===== src/rtl/tx_arbiter.sv =====
// Round-robin scheduler that shares one serial transmitter among NUM_REQ byte producers.
// Each character runs ARM -> LOAD -> WAIT_SENT -> GAP, with a watchdog on the completion flag.
module tx_arbiter #(
  parameter int NUM_REQ    = 4,
  parameter int DATA_WIDTH = 8,
  parameter int GAP_CYCLES = 16,
  parameter int TIMEOUT    = 4096
) (
  input  logic                          clk,
  input  logic                          rst,
  input  logic [NUM_REQ-1:0]            req,
  input  logic [NUM_REQ*DATA_WIDTH-1:0] req_data,
  output logic [NUM_REQ-1:0]            grant,
  output logic [$clog2(NUM_REQ)-1:0]    last_grant,
  output logic                          busy,
  output logic [DATA_WIDTH-1:0]         tx_data_in,
  output logic                          tx_load,
  output logic                          tx_transmit_enable,
  input  logic                          tx_character_sent,
  output logic                          timeout_err
);

  localparam int IDX_W = $clog2(NUM_REQ);
  localparam int GAP_W = (GAP_CYCLES > 1) ? $clog2(GAP_CYCLES) : 1;
  localparam int TO_W  = $clog2(TIMEOUT);

  localparam logic [IDX_W-1:0] IDX_RESET = IDX_W'(NUM_REQ - 1);
  localparam logic [GAP_W-1:0] GAP_LAST  = GAP_W'(GAP_CYCLES - 1);
  localparam logic [TO_W-1:0]  TO_LAST   = TO_W'(TIMEOUT - 1);

  typedef enum logic [2:0] {
    IDLE,
    ARM,
    LOAD,
    WAIT_SENT,
    GAP
  } state_t;

  state_t state;
  state_t state_next;

  logic [GAP_W-1:0]      gap_cnt;
  logic [GAP_W-1:0]      gap_cnt_next;
  logic [TO_W-1:0]       to_cnt;
  logic [TO_W-1:0]       to_cnt_next;
  logic                  seen_low;
  logic                  seen_low_next;

  logic [NUM_REQ-1:0]    grant_next;
  logic [IDX_W-1:0]      last_grant_next;
  logic                  busy_next;
  logic [DATA_WIDTH-1:0] tx_data_next;
  logic                  tx_load_next;
  logic                  tx_en_next;
  logic                  timeout_next;

  logic [DATA_WIDTH-1:0] req_bytes [NUM_REQ];
  logic                  pick_valid;
  logic [IDX_W-1:0]      pick_idx;
  logic                  sent_done;
  logic                  to_expired;

  always_comb begin
    for (int k = 0; k < NUM_REQ; k++) begin
      req_bytes[k] = req_data[k*DATA_WIDTH +: DATA_WIDTH];
    end
  end

  // Search starts one past the previous winner; the IDX_W-bit add wraps because NUM_REQ is a power of two.
  always_comb begin
    pick_valid = 1'b0;
    pick_idx   = last_grant;
    for (int i = 1; i <= NUM_REQ; i++) begin
      if (!pick_valid && req[last_grant + IDX_W'(i)]) begin
        pick_valid = 1'b1;
        pick_idx   = last_grant + IDX_W'(i);
      end
    end
  end

  // A high flag only counts once a low has been seen, so a level left over from the last character is ignored.
  assign sent_done  = (state == WAIT_SENT) && tx_character_sent && seen_low;
  assign to_expired = (state == WAIT_SENT) && (to_cnt == TO_LAST);

  always_ff @(posedge clk or posedge rst) begin
    if (rst) begin
      state              <= IDLE;
      gap_cnt            <= '0;
      to_cnt             <= '0;
      seen_low           <= 1'b0;
      grant              <= '0;
      last_grant         <= IDX_RESET;
      busy               <= 1'b0;
      tx_data_in         <= '0;
      tx_load            <= 1'b0;
      tx_transmit_enable <= 1'b0;
      timeout_err        <= 1'b0;
    end else begin
      state              <= state_next;
      gap_cnt            <= gap_cnt_next;
      to_cnt             <= to_cnt_next;
      seen_low           <= seen_low_next;
      grant              <= grant_next;
      last_grant         <= last_grant_next;
      busy               <= busy_next;
      tx_data_in         <= tx_data_next;
      tx_load            <= tx_load_next;
      tx_transmit_enable <= tx_en_next;
      timeout_err        <= timeout_next;
    end
  end

  always_comb begin
    state_next = state;
    case (state)
      IDLE:      if (pick_valid) state_next = ARM;
      ARM:       state_next = LOAD;
      LOAD:      state_next = WAIT_SENT;
      WAIT_SENT: if (sent_done || to_expired) state_next = GAP;
      GAP:       if (gap_cnt == GAP_LAST) state_next = IDLE;
      default:   state_next = IDLE;
    endcase
  end

  // Outputs are computed for the state being entered, so every registered output lines up with that state.
  always_comb begin
    grant_next      = '0;
    last_grant_next = last_grant;
    busy_next       = (state_next != IDLE);
    tx_data_next    = tx_data_in;
    tx_load_next    = 1'b0;
    tx_en_next      = 1'b0;
    timeout_next    = 1'b0;
    gap_cnt_next    = gap_cnt;
    to_cnt_next     = to_cnt;
    seen_low_next   = seen_low;
    case (state)
      IDLE: begin
        if (pick_valid) begin
          grant_next[pick_idx] = 1'b1;
          last_grant_next      = pick_idx;
          tx_data_next         = req_bytes[pick_idx];
          tx_en_next           = 1'b1;
        end
      end
      ARM: begin
        tx_load_next = 1'b1;
        tx_en_next   = 1'b1;
      end
      LOAD: begin
        tx_en_next    = 1'b1;
        seen_low_next = 1'b0;
        to_cnt_next   = '0;
      end
      WAIT_SENT: begin
        if (!tx_character_sent) seen_low_next = 1'b1;
        if (sent_done) begin
          gap_cnt_next = '0;
        end else if (to_expired) begin
          timeout_next = 1'b1;
          gap_cnt_next = '0;
        end else begin
          tx_en_next  = 1'b1;
          to_cnt_next = to_cnt + 1'b1;
        end
      end
      GAP: begin
        gap_cnt_next = gap_cnt + 1'b1;
      end
      default: begin
      end
    endcase
  end

endmodule

===== config.mk =====
export PLATFORM = sky130hd
export DESIGN_NAME = tx_arbiter
export DESIGN_NICKNAME = d
export VERILOG_FILES = /design/src/rtl/tx_arbiter.sv
export SDC_FILE = /design/constraint.sdc
export NUM_CORES = 1
export LEC_CHECK = 0
export ABC_AREA = 1
export CAP_MARGIN = 20
export CORE_MARGIN = 2
export CORE_UTILIZATION = 25
export DETAILED_ROUTE_END_ITERATION = 7
export DONT_BUFFER_PORTS = 1
export PLACE_DENSITY = 0.34
export RECOVER_POWER = 25
export REMOVE_ABC_BUFFERS = 1
export SLEW_MARGIN = 15
export SYNTH_ARGS = -nofsm -noshare
export SYNTH_HDL_FRONTEND = slang
export SYNTH_SLANG_ARGS = --single-unit

===== constraint.sdc =====
create_clock -name clk -period 2 [get_ports clk]
set_input_delay 0.4 -clock clk [delete_from_list [all_inputs] [get_ports clk]]
set_output_delay 0.4 -clock clk [all_outputs]
set_load 0.01 [all_outputs]

# [Word level (Yosys, flattened, before mapping)]
# Index checks and enable logic that the tools add are counted.
# Widths: inputs -> output; s select.
[totals] in_bits=39 rom_bits=0 reg_bits=38 ram_bits=0 wordCells=97 latch_bits=0 n_memories=0 out_inout_bits=18
[op_classes] n_lt_le_gt_ge=7 n_eq_ne=10 n_reduce_logical=20 shifts=0 muxes=43 n_bitwise=1 n_addsub=5 div_mod_pow=0 multipliers=0
[ops] operator="$mux 12" count=2
[ops] operator="$pmux 12 s2" count=1
[ops] operator="$mux 1" count=17
[ops] operator="$bmux 8 s2" count=1
[ops] operator="$mux 4" count=4
[ops] operator="$mux 8" count=2
[ops] operator="$lt 2x3->1 const B" count=5
[ops] operator="$pmux 3 s5" count=1
[ops] operator="$add 12x1->12 const B" count=1
[ops] operator="$eq 12x12->1 const B" count=1
[ops] operator="$mux 3" count=3
[ops] operator="$bmux 1 s2" count=4
[ops] operator="$mux 2" count=4
[ops] operator="$pmux 4 s2" count=1
[ops] operator="$logic_and 1x1->1" count=7
[ops] operator="$eq 3x2->1 const B" count=2
[ops] operator="$ne 2x2->1 const B" count=3
[ops] operator="$reduce_and 2->1" count=3
[ops] operator="$add 2x2->2 const B" count=2
[ops] operator="$add 4x1->4 const B" count=1
[ops] operator="$eq 4x4->1 const B" count=1
[ops] operator="$reduce_bool 2->1" count=2
[ops] operator="$eq 3x1->1 const B" count=1
[ops] operator="$eq 3x3->1 const B" count=1
[ops] operator="14 further kinds" count=16

# [Longest topological paths before layout]
# Gate-level depths: netlist (run 1).
[depth] ltp_word=19 mapped_depth=15 ltp_nobuf=14

# [Least setup slack after synthesis (run 1)]
# Ideal clock, no wire load.
[synth_path] path_type="register to register" start="register last_grant[0]" end="register tx_data_in[0]" setup_ns=0.124 n_path_buf=2 t_arrival_ns=1.664 t_required_ns=1.876 stages_incl_launch_ff=16 slack_ns=0.211 path_cell_list="dfstp_2 buf_6 inv_8 nand2_2 nand2_2 nand2_2 nand2_2 nand2_4 nand2_4 nand2_4 nand2_4 buf_12 nand2_2 nand2_1 nand2_1 nand3_1"
[synth_between] elab_chain_cells=17 elab_cells_between_ends=30 cone_classes="add/sub: 3; mux: 19; bitwise: 1; reduce/logical: 7"
[synth_rtl] element="start: declaration" line_no="14" text="output logic [$clog2(NUM_REQ)-1:0] last_grant,"
[synth_rtl] element="start signal: assignment" line_no="104" text="last_grant <= last_grant_next;"
[synth_rtl] element="$add 2x1->2" line_no="74, 76"
[synth_rtl] element="$bmux 1 s2" line_no="74" text="if (!pick_valid && req[last_grant + IDX_W'(i)]) begin"
[synth_rtl] element="$mux 1 (not written as such)" line_no="74"
[synth_rtl] element="$mux 1" line_no="74"
[synth_rtl] element="$logic_not 1->1" line_no="74"
[synth_rtl] element="$logic_and 1x1->1" line_no="74"
[synth_rtl] element="$mux 1" line_no="74"
[synth_rtl] element="$logic_not 1->1" line_no="74"
[synth_rtl] element="$logic_and 1x1->1" line_no="74"
[synth_rtl] element="$mux 1" line_no="74"
[synth_rtl] element="$logic_not 1->1" line_no="74"
[synth_rtl] element="$logic_and 1x1->1" line_no="74"
[synth_rtl] element="$mux 2" line_no="74"
[synth_rtl] element="$not 2->3 (not written as such)" line_no="142" text="tx_data_next = req_bytes[pick_idx];"
[synth_rtl] element="$bmux 8 s2" line_no="142"
[synth_rtl] element="$mux 8 (not written as such) (2 in a row)" line_no="142"
[synth_rtl] element="end signal: assignment" line_no="106" text="tx_data_in <= tx_data_next;"
[synth_rtl] element="end: declaration" line_no="16" text="output logic [DATA_WIDTH-1:0] tx_data_in,"
# Several ways; a longest one is shown, not always the timed one. The select of a mux whose other input is x is not followed.
# A chain may end at the register's enable or synchronous reset.

# [Worst setup path after layout (run 1)]
[layout_path] start="register last_grant[0]" end="register tx_data_in[5]"
# Same word-level chain as after synthesis.

==> impl_results.md, run 1 <==
* Status: finished clean
* Peak Freq at 540 MHz
* Final net count at 365
* Main combinational cell family by area after synthesis: simple AND/OR/NAND/NOR gates
* Synth Area per Inst at 7.68 um^2
* Hold slack at 0.185 ns
* Synth top area share at 37.7%
* Synthesized-area fraction occupied by and/or/nand/nor cells at 43.9%
* Initial Utilization at 25.8%
* Max layer used: met4
* Metal-1 WL at 3000 um
* Worst EP required at 2.18 ns
* Synth Register Bits at 38
* Routability congestion estimate at 0.748
* Number of distinct library cells after synthesis at 35
* Number of buffers created by CTS at 5
* # clock sinks at 38
* Multiplexer area fraction after synthesis at 0%
* Routed len/inst at 13.6 um
* Share of cells above drive strength 1 at 22.8%
* CP max FO at 11
* Initial DRC Count at 73
* Sequential share of the synthesized area at 39.9%
* Root Driver: clkbuf_8
* Fin crit period at 1.85 ns
* CTS H-Tree Depth at 2
* Initial antenna violation count at 0
* Dpl cells at 444
* RSZ-0062 raised after global routing: true
* Max-slew violations at 0
* Antenna Violating Nets Remaining at 0
* Relative slew slack at 30.9%
* Worst skew pair latency at 0.29 ns
* Core area at 9240 um^2
* DRT Wirelength at 6180 um
* Tightest Hold Check Type: input port to flop
* Buffers on Ports at 0
* Non-Filler Instances at 454
* Diodes inserted at 0
* Worst Skew at 0.0128 ns
* Remaining global-route overflow at 0
* Area share of fa/ha/maj cells after synthesis at 1.05%
* Die Height at 102 um
* Post-synthesis compound-gate area fraction at 5.40%
* Clock Path Buffers at 2
* Cell Area, Synth at 2390 um^2
* # rows at 35
* CP arrival at 2.03 ns
* Num ports at 57
* Worst-path clk slew at 0.09 ns
* Crit path kind: flop to flop
* Synth Area in XOR/XNOR at 1.83%
* Die area at 10400 um^2
* CTS tree: done
* CP startpoint kind: flop
* Largest net degree at the start of global routing at 39
* Post-synth EDFFs at 0
* Top FF cell, synth: dfrtp_1
* Number of global-route vias before repair at 2071
* First-pass GRT wire length at 10600 um
* Max Cap Violations at 0
* Metal3 WL at 312 um
* Post-synth top area cell: dfrtp_1
* Total power at 5.06 mW
* Pleak at 1.31 nW
* Slew @ Worst Pin at 1.04 ns
* Residual DRC at 0
* Final HPWL DP at 4660 um
* Drt via density at 4.46
* Worst setup EP type: flop
* Met2 WL at 2790 um
* Synth top area cells: dfrtp_1 (38%), nand2_1 (14%), nand3_1 (11%), nand2_2 (5.5%), nand2_4 (3.8%)
* Detailed Routing Iterations Pass 1 at 4
* Final worst-path cycle share at 92.6%
* Vias at 2023
* Power per cell area at 1830 nW/um^2
* Synthesis-to-layout area growth at 16.0%
* Final hold viol count at 0
* Mapped Cells at 311
* Setup TNS at 0 ns
* # setup viols final at 0
* Max VDD drop at 0.625 mV
* Gr usage total at 13.1%
* Die X-Extent at 102 um
* Post-synth ARST share at 100%
* Synth warn at 0
-- synth_stat cells, types with 2 or more instances --
master,number
nor2_1,14
nand3_4,2
o21ai_0,4
inv_2,10
a21oi_1,2
or2_2,2
dfstp_2,2
xor2_1,5
dfrtp_1,36
ha_1,2
nand3_1,51
nor3_1,5
o21ai_1,12
nand4_1,7
inv_1,21
nand2_1,87
nor2_2,3
nand2_4,8
nand2_2,21
buf_4,2
-- flip-flops by register name, summed over array words and instances, names as in the netlist --
name,count
to_cnt,12
tx_data_in,8
gap_cnt,4
grant,4
state,3
last_grant,2
busy,1
seen_low,1
timeout_err,1
tx_load,1
tx_transmit_enable,1
-- power by group --
part           switching [mW]  internal (mW)  total (mW)
Sequential              0.282           1.03        1.32
Clock                   0.304          0.500       0.804
Combinational            1.97          0.962        2.94
Total                    2.56           2.50        5.06
-- final timing paths --
path | start | endpoint | slack (ns) | cells past startpoint
min | tx_character_sent | seen_low | 0.19 | 1
min reg2reg | seen_low | seen_low | 0.50 | 1
max in group asynchronous | rst | to_cnt[2] | 1.04 | 2
min in group asynchronous | rst | gap_cnt[2] | 0.31 | 2
max reg2reg | last_grant[0] | tx_data_in[5] | 0.15 | 13
max | last_grant[0] | tx_data_in[5] | 0.15 | 13
-- per-layer routing --
metal / vias to the layer above / track usage, %
li1: 1041 / -
met1: 929 / 17.8
met2: 47 / 20.7
met3: 6 / 3.59
met4: 0 / 3.43
met5: - / 0
-- final cells by class --
class                           count  area (um^2)
Fill cell                        1018         6470
Multi-Input combinational cell    235         1280
Sequential cell                    38          953
Tap cell                          129          161
Inverter                           33          139
Timing Repair Buffer               11         96.3
Clock buffer                        5         68.8
Clock inverter                      3         68.8
-- cell usage in the layout (no fill, tap or decap), types with 2 or more instances in the layout --
cell / instances
nor2_1: 14
bufinv_16: 2
nand4_1: 7
nor2_2: 3
o21ai_1: 12
dfrtp_1: 36
nand3_4: 2
nand2_4: 4
or2_2: 2
nand2_2: 21
nand3_1: 51
ha_1: 2
a21oi_1: 2
nand2_8: 4
xor2_1: 5
inv_2: 9
clkbuf_8: 5
inv_1: 21
nand2_1: 87
buf_4: 8
o21ai_0: 4
nor3_1: 5
dfstp_2: 2
-- repair_timing --
action | in CTS | in global routing
setup endpoints to repair | 0 | 11
gates resized for setup | 0 | 6
hold buffers | 0 | 0
setup buffers | 0 | 2
-- critical path, cell delays in order (launching register included) --
cell     delay, ns
dfstp_2       0.65
inv_8         0.08
nand2_2       0.07
nand2_2       0.06
nand2_2       0.07
nand2_2       0.08
nand2_4       0.11
nand2_4       0.10
nand2_8       0.12
nand2_8       0.10
nand2_1       0.07
nand2_1       0.06
nand2_1       0.07
nand3_1       0.07
-- through the flow --
stage	cell area, um^2	worst slack [ns]	util [%]
CTS	2720	0.0873	29.4
finish	2770	0.148	30.0
detailed placement	2580	0.106	27.9
global route	2770	-0.0100	30.0
global placement	2580	0.0438	27.9
floorplan	2340	0.126	-
-- logic make-up (layout without fill, tap and decap cells) --
logic type	Yosys count	count (layout)
DFF	38	38
AOI/OAI and AO/OA	23	23
and+or+nand+nor	205	205
buffers and inverters	38	52
adders and majority gates	2	2
xor gates and xnor gates	5	5
No activity file was read; power rests on OpenSTA's default activity.
==> run 2: changes to the inputs <==
--- a/config.mk
+++ b/config.mk
@@ -14,7 +14,6 @@
 export PLACE_DENSITY = 0.34
 export RECOVER_POWER = 25
 export REMOVE_ABC_BUFFERS = 1
-export SLEW_MARGIN = 15
 export SYNTH_ARGS = -nofsm -noshare
 export SYNTH_HDL_FRONTEND = slang
 export SYNTH_SLANG_ARGS = --single-unit
==> results of run 2 <==
The final DEF is identical to that of run 1; final timing and power are the same.
==> run 3: changes to the inputs <==
--- a/config.mk
+++ b/config.mk
@@ -6,12 +6,12 @@
 export NUM_CORES = 1
 export LEC_CHECK = 0
 export ABC_AREA = 1
-export CAP_MARGIN = 20
 export CORE_MARGIN = 2
-export CORE_UTILIZATION = 25
+export CORE_UTILIZATION = 48
 export DETAILED_ROUTE_END_ITERATION = 7
 export DONT_BUFFER_PORTS = 1
-export PLACE_DENSITY = 0.34
+export MAX_ROUTING_LAYER = met4
+export PLACE_DENSITY = 0.59
 export RECOVER_POWER = 25
 export REMOVE_ABC_BUFFERS = 1
 export SYNTH_ARGS = -nofsm -noshare
==> impl_results.md, run 3 (synthesis results as in run 1) <==
* Status: finished clean
* Crit path largest cell delay at 0.65 ns (about the same)
* Pleak at 1.28 nW (-2.3%)
* CTS tree: done
* Remaining global-route overflow at 0 (unchanged)
* Metal3 WL at 264 um (-15%)
* Total power at 4.78 mW (-5.6%)
* Num ports at 57 (unchanged)
* Storage cell area at 955 um^2 (+0.13%)
* Final worst-path cycle share at 92.8% (+0.16 points)
* WHS Endpoint: seen_low
* Reg2Reg Setup Slack at 0.14 ns (about the same)
* Worst setup EP type: flop
* CP Depth at 12 (-1)
* Vias at 2023 (unchanged)
* Max Cap Violations at 0 (unchanged)
* Peak Freq at 539 MHz (-0.17%)
* Most used cell, CP: nand2_2
* Top reg by flops: to_cnt
* Commonest non-fill, non-tap cell in the layout: nand2_1
* Worst flop-to-flop path startpoint: last_grant[0]
* Routability congestion estimate at 0.846 (+13%)
* Diodes inserted at 0 (unchanged)
* Core area at 4750 um^2 (-49%)
* Crit-path cells: inv_8 > nand2_2 > nand2_2 > nand2_1 > nand2_2 > inv_6 > nand3_1 > nand3_2 > nand2_8 > nor2_8 > inv_2 > nor2_1
* Die X-Extent at 74.5 um (-27%)
* Worst skew pair latency at 0.30 ns (about the same)
* Top Registers: to_cnt (12), tx_data_in (8)
* Crit path kind: flop to flop
* Number of buffers created by CTS at 5 (unchanged)
* Worst-path clk slew at 0.08 ns (about the same)
* Residual DRC at 0 (unchanged)
* Share of cells above drive strength 1 at 22.6% (-0.17 points)
* Met2 WL at 2290 um (-18%)
* Drt via density at 5.19 (+16%)
* CP max FO at 11 (unchanged)
* Final worst setup slack at 0.145 ns (-0.00312 ns)
* Non-Filler Instances at 390 (-14%)
* CP startpoint kind: flop
* Root Driver: clkbuf_8
* DRT Wirelength at 5160 um (-17%)
* Worst r2r dst: grant[2]
* CP arrival at 2.08 ns (+0.05 ns)
* Initial Utilization at 50.2% (+24 points)
* DP Area at 2470 um^2 (-4.1%)
* Final net count at 363 (-0.55%)
* Max-slew violations at 0 (unchanged)
* Die area at 5560 um^2 (-46%)
* Gr usage total at 21.8% (+8.6 points)
* Final hold viol count at 0 (unchanged)
* Die Height at 74.5 um (-27%)
* Hold depth at 1 (unchanged)
* # setup viols final at 0 (unchanged)
* # clock sinks at 38 (unchanged)
* Initial antenna violation count at 0 (unchanged)
* Setup TNS at 0 ns (unchanged)
* Clock Path Buffers at 2 (unchanged)
* Dpl cells at 380 (-14%)
* Metal-1 WL at 2520 um (-16%)
* Max reg flops at 12 (unchanged)
* Number of global-route vias before repair at 1948 (-5.9%)
* Place WS at 0.130 ns (+0.0248 ns)
* Routed len/inst at 13.2 um (-2.8%)
* Filler instances at 474 (-53%)
* Max VDD drop at 0.791 mV (+27%)
* Final HPWL DP at 3840 um (-18%)
* RSZ-0062 raised after global routing: true
* Largest delay share family, worst path: simple AND/OR/NAND/NOR gates
* Buf/Inv on CP at 3 (+2)
* Worst EP required at 2.22 ns (+0.04 ns)
* Worst Skew at 0.00853 ns (-0.00423 ns)
* First-pass GRT wire length at 8890 um (-16%)
* Min-Delay Startpoint: tx_character_sent
* Fin crit period at 1.86 ns (+0.00312 ns)
* # rows at 25 (-29%)
* CTS H-Tree Depth at 2 (unchanged)
* Power per cell area at 1820 nW/um^2 (-0.35%)
* Detailed Routing Iterations Pass 1 at 4 (unchanged)
* Reg2Reg Depth at 12 (-1)
* Initial DRC Count at 91 (+25%)
* Tightest Hold Check Type: input port to flop
* Slowest CP cell: dfstp_2
* Commonest cells after routing, fill and taps aside: nand2_1 (87), nand3_1 (51), dfrtp_1 (35)
* Synthesis-to-layout area growth at 9.90%
* Max layer used: met4
* Relative slew slack at 38.1% (+7.1 points)
* Slew @ Worst Pin at 0.929 ns (-0.107 ns)
* Largest net degree at the start of global routing at 39 (unchanged)
* Final Cell Area at 2630 um^2 (-5.2%)
* Area taken by multi-input logic gates at 1280 um^2 (-0.49%)
* Antenna Violating Nets Remaining at 0 (unchanged)
* Buffers on Ports at 0 (unchanged)
run 3: cell types whose count changed in the layout (fill, tap and decap cells not counted), sizes merged:
cell	delta
nor2	+1
buf	-3
bufinv	-1
clkinvlp	+2
clkinv	-1
run 3: worst register-to-register path: stages, from the launching register on:
cell and delay (ns):
dfstp_2 0.65, inv_8 0.08, nand2_2 0.06, nand2_2 0.07, nand2_1 0.08, nand2_2 0.08
inv_6 0.11, nand3_1 0.09, nand3_2 0.13, nand2_8 0.10, nor2_8 0.17, inv_2 0.05
nor2_1 0.11
run 3: layer usage:
layer	vias to the layer above	global-route usage, %
li1	1035	-
met1	942	29.9
met2	37	31.7
met3	9	6.10
met4	0	5.95
met5	-	-
run 3: final cells by class:
| type | instances | share of cell area (%) |
|---|---|---|
| Clock buffer | 5 | 2.62 |
| Timing Repair Buffer | 8 | 2.19 |
| Multi-Input combinational cell | 236 | 48.6 |
| Clock inverter | 3 | 1.72 |
| Inverter | 33 | 5.29 |
| Tap cell | 67 | 3.19 |
| Sequential cell | 38 | 36.4 |
run 3: stage by stage:
stage               utilization, %  hold slack [ns]
detailed placement            52.0            0.438
CTS                           54.4            0.102
global placement              52.0            0.436
floorplan                        -            0.457
global route                  55.2            0.172
finish                        55.2            0.191
run 3: power breakdown:
group | switching [mW] | internal (mW) | leakage [nW]
clock | 0.300 | 0.371 | 0.0504
combinational | 1.88 | 0.893 | 0.737
sequential | 0.299 | 1.04 | 0.491
total | 2.47 | 2.30 | 1.28
run 3: how the worst max path moves through the flow:
stage / start / to / slack, ns
2_1_floorplan: to_cnt[0] / busy / 0.13
3_3_place_gp: last_grant[1] / tx_data_in[6] / 0.15
3_5_place_dp: last_grant[1] / tx_data_in[5] / 0.13
4_1_cts: last_grant[1] / tx_data_in[6] / 0.11
5_1_grt: last_grant[1] / grant[2] / -0.02
6_report: last_grant[0] / grant[2] / 0.14
run 3: timing repair:
item | 4_1_cts | 5_1_grt
endpoints found under the setup margin | 0 | 8
buffers inserted | 0 | 1
hold buffers | 0 | 0
gates resized for setup | 0 | 4
